`src/rtl/addsub_pkg.sv`:
```
// Shared types and helpers for the serial adder/subtractor.
// Holds the FSM state encoding, operation codes and the signed-overflow rule.
package addsub_pkg;

  typedef enum logic [1:0] {
    IDLE = 2'd0,
    RUN  = 2'd1,
    DONE = 2'd2
  } state_t;

  localparam logic OP_SUB = 1'b0;
  localparam logic OP_ADD = 1'b1;

  // Overflow only needs the operand and result sign bits.
  function automatic logic signedOvf(input logic opAdd, input logic aMsb,
                                     input logic bMsb, input logic rMsb);
    if (opAdd == OP_ADD) begin
      return (aMsb == bMsb) && (rMsb != aMsb);
    end
    return (aMsb != bMsb) && (rMsb != aMsb);
  endfunction

endpackage

```
`src/rtl/addsub_serial_if.sv`:
```
// Request/response bundle between the datapath controller and the serial add/sub unit.
// The controller side uses the master modport, the arithmetic unit the slave modport.
interface addsub_serial_if #(
  parameter int WIDTH = 8
);

  logic             start;
  logic             a_ns;
  logic             cin;
  logic [WIDTH-1:0] a_in;
  logic [WIDTH-1:0] b_in;
  logic             busy;
  logic             done;
  logic [WIDTH-1:0] result;
  logic             cout;
  logic             ovf;

  modport master (
    output start, a_ns, cin, a_in, b_in,
    input  busy, done, result, cout, ovf
  );

  modport slave (
    input  start, a_ns, cin, a_in, b_in,
    output busy, done, result, cout, ovf
  );

endinterface

```
`src/rtl/addsub_slice.sv`:
```
// Combinational BPC-bit ripple of add/sub cells; in subtract mode the chained bit is a borrow.
// Also exposes the carry into and out of the most significant cell.
module addsub_slice
  import addsub_pkg::*;
#(
  parameter int BPC = 1
) (
  input  logic [BPC-1:0] a_i,
  input  logic [BPC-1:0] b_i,
  input  logic           a_ns_i,
  input  logic           c_i,
  output logic [BPC-1:0] s_o,
  output logic           c_o,
  output logic           msb_c_in_o,
  output logic           msb_c_out_o
);

  logic carry;

  always_comb begin
    s_o         = '0;
    msb_c_in_o  = 1'b0;
    msb_c_out_o = 1'b0;
    carry       = c_i;
    for (int i = 0; i < BPC; i++) begin
      s_o[i] = a_i[i] ^ b_i[i] ^ carry;
      if (i == BPC - 1) begin
        msb_c_in_o = carry;
      end
      if (a_ns_i == OP_ADD) begin
        carry = (a_i[i] & b_i[i]) | ((a_i[i] ^ b_i[i]) & carry);
      end else begin
        carry = (~a_i[i] & b_i[i]) | (~(a_i[i] ^ b_i[i]) & carry);
      end
    end
    msb_c_out_o = carry;
    c_o         = carry;
  end

endmodule

```
`src/rtl/addsub_serial.sv`:
```
// Multi-cycle N-bit adder/subtractor: BPC bits per clock, LSB first, registered carry/borrow.
// start/done handshake through addsub_serial_if; result, cout and ovf held until the next completion.
module addsub_serial
  import addsub_pkg::*;
#(
  parameter int WIDTH = 8,
  parameter int BPC   = 1
) (
  input  logic          clk_i,
  input  logic          rst_i,
  addsub_serial_if.slave bus
);

  localparam int N  = WIDTH / BPC;
  localparam int CW = $clog2(N + 1);

  if ((WIDTH % BPC) != 0) begin : gBadBpc
    $error("addsub_serial: WIDTH must be a multiple of BPC");
  end
  if (WIDTH < 2) begin : gBadWidth
    $error("addsub_serial: WIDTH must be at least 2");
  end

  state_t           state_q, state_d;
  logic [CW-1:0]    cnt_q, cnt_d;
  logic [WIDTH-1:0] aSh_q, aSh_d;
  logic [WIDTH-1:0] bSh_q, bSh_d;
  logic [WIDTH-1:0] rSh_q, rSh_d;
  logic             carry_q, carry_d;
  logic             opAdd_q, opAdd_d;
  logic             aMsb_q, aMsb_d;
  logic             bMsb_q, bMsb_d;
  logic [WIDTH-1:0] result_q, result_d;
  logic             cout_q, cout_d;
  logic             ovf_q, ovf_d;

  logic [BPC-1:0]   sliceSum;
  logic             sliceCarry;
  logic             unusedMsbCin;
  logic             unusedMsbCout;
  logic [WIDTH-1:0] rShifted;
  logic             accept;

  addsub_slice #(.BPC(BPC)) uSlice (
    .a_i         (aSh_q[BPC-1:0]),
    .b_i         (bSh_q[BPC-1:0]),
    .a_ns_i      (opAdd_q),
    .c_i         (carry_q),
    .s_o         (sliceSum),
    .c_o         (sliceCarry),
    .msb_c_in_o  (unusedMsbCin),
    .msb_c_out_o (unusedMsbCout)
  );

  if (BPC == WIDTH) begin : gFullSlice
    assign rShifted = sliceSum;
  end else begin : gPartSlice
    assign rShifted = {sliceSum, rSh_q[WIDTH-1:BPC]};
  end

  assign accept = bus.start && (state_q != RUN);

  // The counter starts at N: counts N..1 each consume one slice, and the
  // count-0 cycle hands the finished shift register over to the output registers.
  always_comb begin
    state_d  = state_q;
    cnt_d    = cnt_q;
    aSh_d    = aSh_q;
    bSh_d    = bSh_q;
    rSh_d    = rSh_q;
    carry_d  = carry_q;
    opAdd_d  = opAdd_q;
    aMsb_d   = aMsb_q;
    bMsb_d   = bMsb_q;
    result_d = result_q;
    cout_d   = cout_q;
    ovf_d    = ovf_q;

    case (state_q)
      RUN: begin
        if (cnt_q != '0) begin
          aSh_d   = aSh_q >> BPC;
          bSh_d   = bSh_q >> BPC;
          rSh_d   = rShifted;
          carry_d = sliceCarry;
          cnt_d   = cnt_q - CW'(1);
        end else begin
          state_d  = DONE;
          result_d = rSh_q;
          cout_d   = carry_q;
          ovf_d    = signedOvf(opAdd_q, aMsb_q, bMsb_q, rSh_q[WIDTH-1]);
        end
      end
      DONE:    state_d = IDLE;
      default: state_d = IDLE;
    endcase

    if (accept) begin
      state_d = RUN;
      cnt_d   = CW'(N);
      aSh_d   = bus.a_in;
      bSh_d   = bus.b_in;
      rSh_d   = '0;
      carry_d = bus.cin;
      opAdd_d = bus.a_ns;
      aMsb_d  = bus.a_in[WIDTH-1];
      bMsb_d  = bus.b_in[WIDTH-1];
    end
  end

  always_ff @(posedge clk_i) begin
    if (rst_i) begin
      state_q  <= IDLE;
      cnt_q    <= '0;
      aSh_q    <= '0;
      bSh_q    <= '0;
      rSh_q    <= '0;
      carry_q  <= 1'b0;
      opAdd_q  <= OP_SUB;
      aMsb_q   <= 1'b0;
      bMsb_q   <= 1'b0;
      result_q <= '0;
      cout_q   <= 1'b0;
      ovf_q    <= 1'b0;
    end else begin
      state_q  <= state_d;
      cnt_q    <= cnt_d;
      aSh_q    <= aSh_d;
      bSh_q    <= bSh_d;
      rSh_q    <= rSh_d;
      carry_q  <= carry_d;
      opAdd_q  <= opAdd_d;
      aMsb_q   <= aMsb_d;
      bMsb_q   <= bMsb_d;
      result_q <= result_d;
      cout_q   <= cout_d;
      ovf_q    <= ovf_d;
    end
  end

  assign bus.busy   = (state_q == RUN);
  assign bus.done   = (state_q == DONE);
  assign bus.result = result_q;
  assign bus.cout   = cout_q;
  assign bus.ovf    = ovf_q;

endmodule

```
`src/flat_wrapper.sv`:
```
// flat-port wrapper written by rule: the top's interface ports become plain ports
module addsub_serial_flat import addsub_pkg::*;
#(
  parameter int WIDTH = 8,
  parameter int BPC   = 1
)
  (clk_i, rst_i, bus_start, bus_a_ns, bus_cin, bus_a_in, bus_b_in, bus_busy, bus_done, bus_result, bus_cout, bus_ovf);
  addsub_serial_if #(.WIDTH(WIDTH)) bus_i ();
  input  logic clk_i;
  input  logic rst_i;
  input wire logic [$bits(bus_i.start)-1:0] bus_start;
  input wire logic [$bits(bus_i.a_ns)-1:0] bus_a_ns;
  input wire logic [$bits(bus_i.cin)-1:0] bus_cin;
  input wire logic [$bits(bus_i.a_in)-1:0] bus_a_in;
  input wire logic [$bits(bus_i.b_in)-1:0] bus_b_in;
  output wire logic [$bits(bus_i.busy)-1:0] bus_busy;
  output wire logic [$bits(bus_i.done)-1:0] bus_done;
  output wire logic [$bits(bus_i.result)-1:0] bus_result;
  output wire logic [$bits(bus_i.cout)-1:0] bus_cout;
  output wire logic [$bits(bus_i.ovf)-1:0] bus_ovf;
  assign bus_i.start = bus_start;
  assign bus_i.a_ns = bus_a_ns;
  assign bus_i.cin = bus_cin;
  assign bus_i.a_in = bus_a_in;
  assign bus_i.b_in = bus_b_in;
  assign bus_busy = bus_i.busy;
  assign bus_done = bus_i.done;
  assign bus_result = bus_i.result;
  assign bus_cout = bus_i.cout;
  assign bus_ovf = bus_i.ovf;
  addsub_serial #(.WIDTH(WIDTH), .BPC(BPC)) u_core (.clk_i(clk_i), .rst_i(rst_i), .bus(bus_i));
endmodule
```
`config.mk`:
```
export PLATFORM = sky130hd
export DESIGN_NAME = addsub_serial_flat
export DESIGN_NICKNAME = d
export VERILOG_FILES = /design/src/rtl/addsub_pkg.sv /design/src/rtl/addsub_serial_if.sv /design/src/rtl/addsub_slice.sv /design/src/rtl/addsub_serial.sv /design/src/flat_wrapper.sv
export SDC_FILE = /design/constraint.sdc
export NUM_CORES = 1
export LEC_CHECK = 0
export ABC_CLOCK_PERIOD_IN_PS = 1910
export BUFFER_PORTS_ARGS = -buffer_cell sky130_fd_sc_hd__buf_2
export CAP_MARGIN = 20
export CORE_AREA = 2 2 74 76
export DETAILED_ROUTE_END_ITERATION = 10
export DIE_AREA = 0 0 76 78
export PLACE_DENSITY_LB_ADDON = 0.15
export SETUP_SLACK_MARGIN = 0.05
export SLEW_MARGIN = 20
export SYNTH_ARGS = -nofsm -noshare
export SYNTH_HDL_FRONTEND = slang
export SYNTH_HIERARCHICAL = 1
export SYNTH_SLANG_ARGS = --single-unit
export TNS_END_PERCENT = 50
```
`constraint.sdc`:
```
create_clock -name clk_i -period 1.91 [get_ports clk_i]
set_input_delay 0.0955 -clock clk_i [delete_from_list [all_inputs] [get_ports clk_i]]
set_output_delay 0.0955 -clock clk_i [all_outputs]
set_load 0.02 [all_outputs]
```
==> results of run 1 <==
## layout make-up
type / count / area, um2 / area share (%)
Inverter: 6 / 22.52 / 1.074
Clock inverter: 2 / 35.03 / 1.671
Clock buffer: 6 / 72.57 / 3.461
Tap cell: 70 / 87.58 / 4.177
Sequential cell: 44 / 880.8 / 42.00
Multi-Input combinational cell: 145 / 793.3 / 37.83
Timing Repair Buffer: 38 / 205.2 / 9.785
## how the worst max path moves through the flow
stage               startpoint                   end
2_1_floorplan  u_core/cnt_q[0]       u_core/aSh_q[7]
3_3_place_gp   u_core/cnt_q[0]       u_core/aSh_q[2]
3_5_place_dp   u_core/cnt_q[0]       u_core/aSh_q[5]
4_1_cts        u_core/cnt_q[0]  u_core/bus.result[7]
5_1_grt        u_core/cnt_q[0]       u_core/bSh_q[4]
6_report       u_core/cnt_q[0]       u_core/aSh_q[0]
## power breakdown
| part | switching [mW] | internal [mW] |
|---|---|---|
| clock | 0.310 | 0.388 |
| sequential | 0.0302 | 0.959 |
| combinational | 0.153 | 0.105 |
| total | 0.493 | 1.45 |
## sequential cells by signal, summed over array words and instances, names as in the netlist, 2 cells and up
register           cells
u_core/aSh_q           8
u_core/bSh_q           8
u_core/cnt_q           4
u_core/state_q         2
u_core/rSh_q           8
u_core/bus.result      8
## timing repair
item                                    4_1_cts  5_1_grt
hold buffers                                  0        0
gates cloned                                  0        0
hold endpoints to repair                      0        0
gates resized for setup                       1        1
endpoints found under the setup margin       25        8
## per-stage QoR
stage	utilization, %	instance area, um2	power, mW	setup TNS, ns	setup WS, ns
after floorplan	-	1742	1.187	0	0.3626
final	41.59	2097	1.945	0	0.2385
after CTS	41.49	2092	1.975	0	0.1824
after global routing	41.59	2097	2.041	0	0.04252
after detailed placement	39.26	1979	1.269	-1.305	-0.08045
after global placement	39.26	1979	1.269	-1.335	-0.09508
## worst min-delay path: stages
cell,delay (ns)
buf_2,0.10
nand2_1,0.05
a21oi_1,0.05
## metal layers
metal | vias to the layer above | wire (um) | GRT usage (%)
met5 | - | 0 | 0
met2 | 29 | 1634 | 21.25
met4 | 0 | 58 | 6.545
met1 | 654 | 1727 | 14.89
li1 | 762 | - | -
met3 | 7 | 146 | 3.488
==> flow_summary.toml, run 1 <==
[sta]
finalCritPeriodShare_pct = 87.52
hold_violations = 0
fmax_ghz = 0.5983
setup_viol = 0
maxSlewHeadroom_pct = 59.58
fin_hold_ws_ns = 0.03997
period_needed_ns = 1.672
worstMarginPinSlew_ns = 0.6049
maxSlewViolCount = 0
fin_worst_skew_ns = 0.008534
rsz0062_at_grt = "no"

[clocking]
cts_buffers = 5
clk_pin_slew_ns = 0.08
clock_latency_ns = 0.30
htreeDepth = 2
cts_sinks = 44
cts_tree = "built"
postCtsSetupBuffers = 0
cts-root-buf = "clkbuf_8"
clockBufferDepth = 2

[grt]
grt_max_degree = 34
grt_pass1_vias = 1357
grt-ovfl-total = 0
globalRouteTotalUtil_pct = 12.68
grt_first_pass_wirelength_um = 6065
antenna_found_initial = 0

[layout]
fin_cells = 311
drive_gt1_share_pct = 22.41
syn_to_final_growth_pct = 20.40
layout_common_cells = "nand2_1, dfxtp_1, a21oi_1"
n_fill_cell = 514
finalNetCount = 264
antenna_cells = 0
final_common_cell = "nand2_1"

[run]
cap_violations = 0

[power_and_ir_drop]
peakVddDrop_mv = 0.4753
p_leak_nw = 0.7899
power_density_nw_per_um2 = 927.6

[critical_path]
startpoint_type = "register"
cpPeakStageDelay_ns = 0.48
rrSetupSlack_ns = 0.24
reg2reg_to = "u_core/aSh_q[0]"
r2r_start = "u_core/cnt_q[0]"
crit_path_end_kind = "register"
arrival_ns = 1.89
cpMaxStageDelayCell = "nor2_4"
crit_family = "simple AND/OR/NAND/NOR gates"
path_cells = "inv_1 > ha_1 > nor3b_2 > nor2_4 > a22oi_1 > a21oi_1"
worstPathRequired_ns = 2.13
reg2regPathDepth = 6
cp_num_cells = 6
crit_fanout = 26
crit_buf_inv = 1
worstSetupPathType = "register to register"

[min_path]
hold_end = "u_core/opAdd_q"
whs_path_depth = 3
worstHoldPathType = "input port to register"
worstHoldStart = "bus_a_ns"

[route]
ant_nets = 0
drtPass1Iterations = 4
post_drt_wl_per_cell_um = 11.47
drc = 0
vias = 1452
wirelength_um = 3567
drtIter0Drc = 39
vias_per_cell = 4.669

[floorplan]
dieWidth_um = 76
die_h_um = 78
ios = 33
core-area_um2 = 5042
start_util_pct = 34.54
die_area_um2 = 5928
num_rows = 26

[place]
port_buffers = 32
dpl.hpwl_um = 2342
dp.cells = 303
place.gp.congestion = 0.6631

[yosys]
avgSynthCellArea_um2 = 8.455
synth_warnings = 6
syn_area_um2 = 1742
synthCells = 206
synth_nets = 230

[run_status]
status = "finished clean"
Note: power is estimated with default switching activity, not from simulation.
==> run 2: changes to the inputs <==
CORE_AREA = 2 2 76 78   (was 2 2 74 76)
DIE_AREA = 0 0 78 80   (was 0 0 76 78)
SYNTH_HIERARCHICAL = default   (was 1)
==> run 2 against run 1 <==
  * Routed wire length is 4.9% higher
  * Via count fell by 0.76%
  * Clock power rose by 0.7%
  * Fmax decreased by 1.1%
  * Highest routed layer unchanged
  * Sequential power about the same
  * Clock-buffer cell count unchanged
  * Utilization down 1.5 points
  * Critical endpoint is now u_core.aSh_q[0]
  * Area after synthesis up 5.7%
  * First-iteration DRC count decreased by 23%
  * Largest cell class unchanged
  * Cell area is 3.3% higher
  * Critical path depth is the same
==> flow_summary.toml, run 2 <==
[run_status]
status = "finished clean"

[critical_path]
path_cells = "inv_1 > ha_1 > or3b_4 > and2_4 > a22oi_1 > a21oi_1"
worstPathRequired_ns = 2.08
crit_family = "simple AND/OR/NAND/NOR gates"
startpoint_type = "register"
cpMaxStageDelayCell = "or3b_4"
crit_buf_inv = 1
arrival_ns = 1.86
cpPeakStageDelay_ns = 0.41
crit_path_end_kind = "register"
worstSetupPathType = "register to register"
crit_fanout = 26

[sta]
rsz0062_at_grt = "no"
setup_viol = 0
finalCritPeriodShare_pct = 88.52
hold_violations = 0
fmax_ghz = 0.5915
maxSlewViolCount = 0
worstMarginPinSlew_ns = 0.4474
fin_worst_skew_ns = 0.006129
worst_slack_ns = 0.2193
period_needed_ns = 1.691
tns_ns = 0
maxSlewHeadroom_pct = 70.17

[yosys]
synth_nets = 233
avgSynthCellArea_um2 = 8.849
yosysMostFrequentCell = "nand2_1"
synthArstFlopShare_pct = 0
synth-seq-area-share_pct = 47.86
synth.distinct_cells = 33
ys.flop_type = "dfxtp_1"
syn_area_um2 = 1841
synth_seq_cells = 44
synthCells = 208
synth_area_leaders = "dfxtp_1, nand2_1, a21oi_1"
yosysTopAreaCell = "dfxtp_1"
yosys.area.top_type_share_pct = 47.86
synth_warnings = 0
synth_common_cells = "nand2_1, dfxtp_1, a21oi_1, a22oi_2, nor2_1"
synth_edf_count = 0

[place]
port_buffers = 32
pre_cts_ws_ns = 0.2156
dpl.hpwl_um = 2632
place.gp.congestion = 0.7015
place_area_um2 = 2059
dp.cells = 304

[route]
post_drt_wl_per_cell_um = 12.00
vias = 1441
drtIter0Drc = 30
ant_nets = 0
drc = 0
vias_per_cell = 4.619
wirelength_um = 3743
drtPass1Iterations = 4

[clocking]
cts_sinks = 44
ctsHoldBuffers = 0
clockBufferDepth = 2
cts_buffers = 5
postCtsSetupBuffers = 0
htreeDepth = 2
cts-root-buf = "clkbuf_8"
clk_pin_slew_ns = 0.08
cts_resized = 0
cts_tree = "built"
clock_latency_ns = 0.30

[grt]
grt-ovfl-total = 0
grt_first_pass_wirelength_um = 6410
grt_pass1_vias = 1397
grt_max_degree = 34
antenna_found_initial = 0
globalRouteTotalUtil_pct = 13.18

[floorplan]
die_area_um2 = 6240
dieWidth_um = 78
core-area_um2 = 5405
num_rows = 27
die_h_um = 80
start_util_pct = 34.05
ios = 33

[layout]
final_cell_area_um2 = 2167
n_fill_cell = 609
antenna_cells = 0
drive_gt1_share_pct = 25.00
finalNetCount = 264
fin_util_pct = 40.09
final_common_cell = "nand2_1"
layout_common_cells = "nand2_1, dfxtp_1, a21oi_1"
syn_to_final_growth_pct = 17.74
fin_cells = 312

[power_and_ir_drop]
p_leak_nw = 0.8039
peakVddDrop_mv = 0.4225
power_density_nw_per_um2 = 907.1

[min_path]
worstHoldPathType = "input port to register"

[run]
cap_violations = 0
==> run 2: path summary, 6_finish.rpt <==
path | from | endpoint | slack [ns] | cells after the start
worst min register to register | u_core.bus.result[6] | u_core.bus.result[6] | 0.45 | 2
worst min-delay path | bus_a_ns | u_core.opAdd_q | 0.03 | 3
worst max register to register | u_core.cnt_q[0] | u_core.aSh_q[0] | 0.22 | 6
worst max-delay path | u_core.cnt_q[0] | u_core.aSh_q[0] | 0.22 | 6
==> run 2: where the power goes <==
group / switching (mW) / internal, mW / total, mW
clock network: 0.315 / 0.388 / 0.703
logic: 0.154 / 0.117 / 0.271
registers: 0.0328 / 0.959 / 0.992
total: 0.501 / 1.46 / 1.97
==> run 2: logic make-up (layout without fill, tap and decap cells) <==
logic type,Yosys count,count (layout),synth area share (%)
buf+inv,18,50,5.778
xor+xnor,3,3,1.428
simple gates,81,81,19.38
flops,44,44,47.86
fa+ha+maj,4,4,3.535
mux,2,2,1.767
compound gates,56,56,20.26
==> run 2: final cells by class <==
cell class / instances / area, um2 / share of cell area (%)
tap: 72 / 90.09 / 4.157
timing repair buffer: 37 / 210.2 / 9.700
clock inverter: 2 / 35.03 / 1.617
inverter: 5 / 18.77 / 0.8661
clock buffer: 6 / 72.57 / 3.349
multi-input combinational: 146 / 859.6 / 39.67
sequential: 44 / 880.8 / 40.65
==> run 2: per-layer routing <==
| layer | vias to the layer above | global-route usage, % | wire length, um |
|---|---|---|---|
| met3 | 4 | 4.525 | 193 |
| met5 | - | 0 | 0 |
| met2 | 29 | 22.07 | 1701 |
| met1 | 652 | 15.47 | 1798 |
| met4 | 0 | 5.263 | 50 |
| li1 | 756 | - | - |
==> run 2: stage by stage <==
step | hold WS, ns | power (mW)
detailed placement | 0.3440 | 1.292
CTS | 0.02772 | 2.006
finish | 0.03283 | 1.966
floorplan | 0.2315 | 1.213
global route | 0.05179 | 2.069
global placement | 0.3415 | 1.291
==> run 2: worst register-to-register path: stages (launching register included) <==
cell and delay (ns):
dfxtp_1 0.33, inv_1 0.08, ha_1 0.19, or3b_4 0.41, and2_4 0.28, a22oi_1 0.19
a21oi_1 0.08
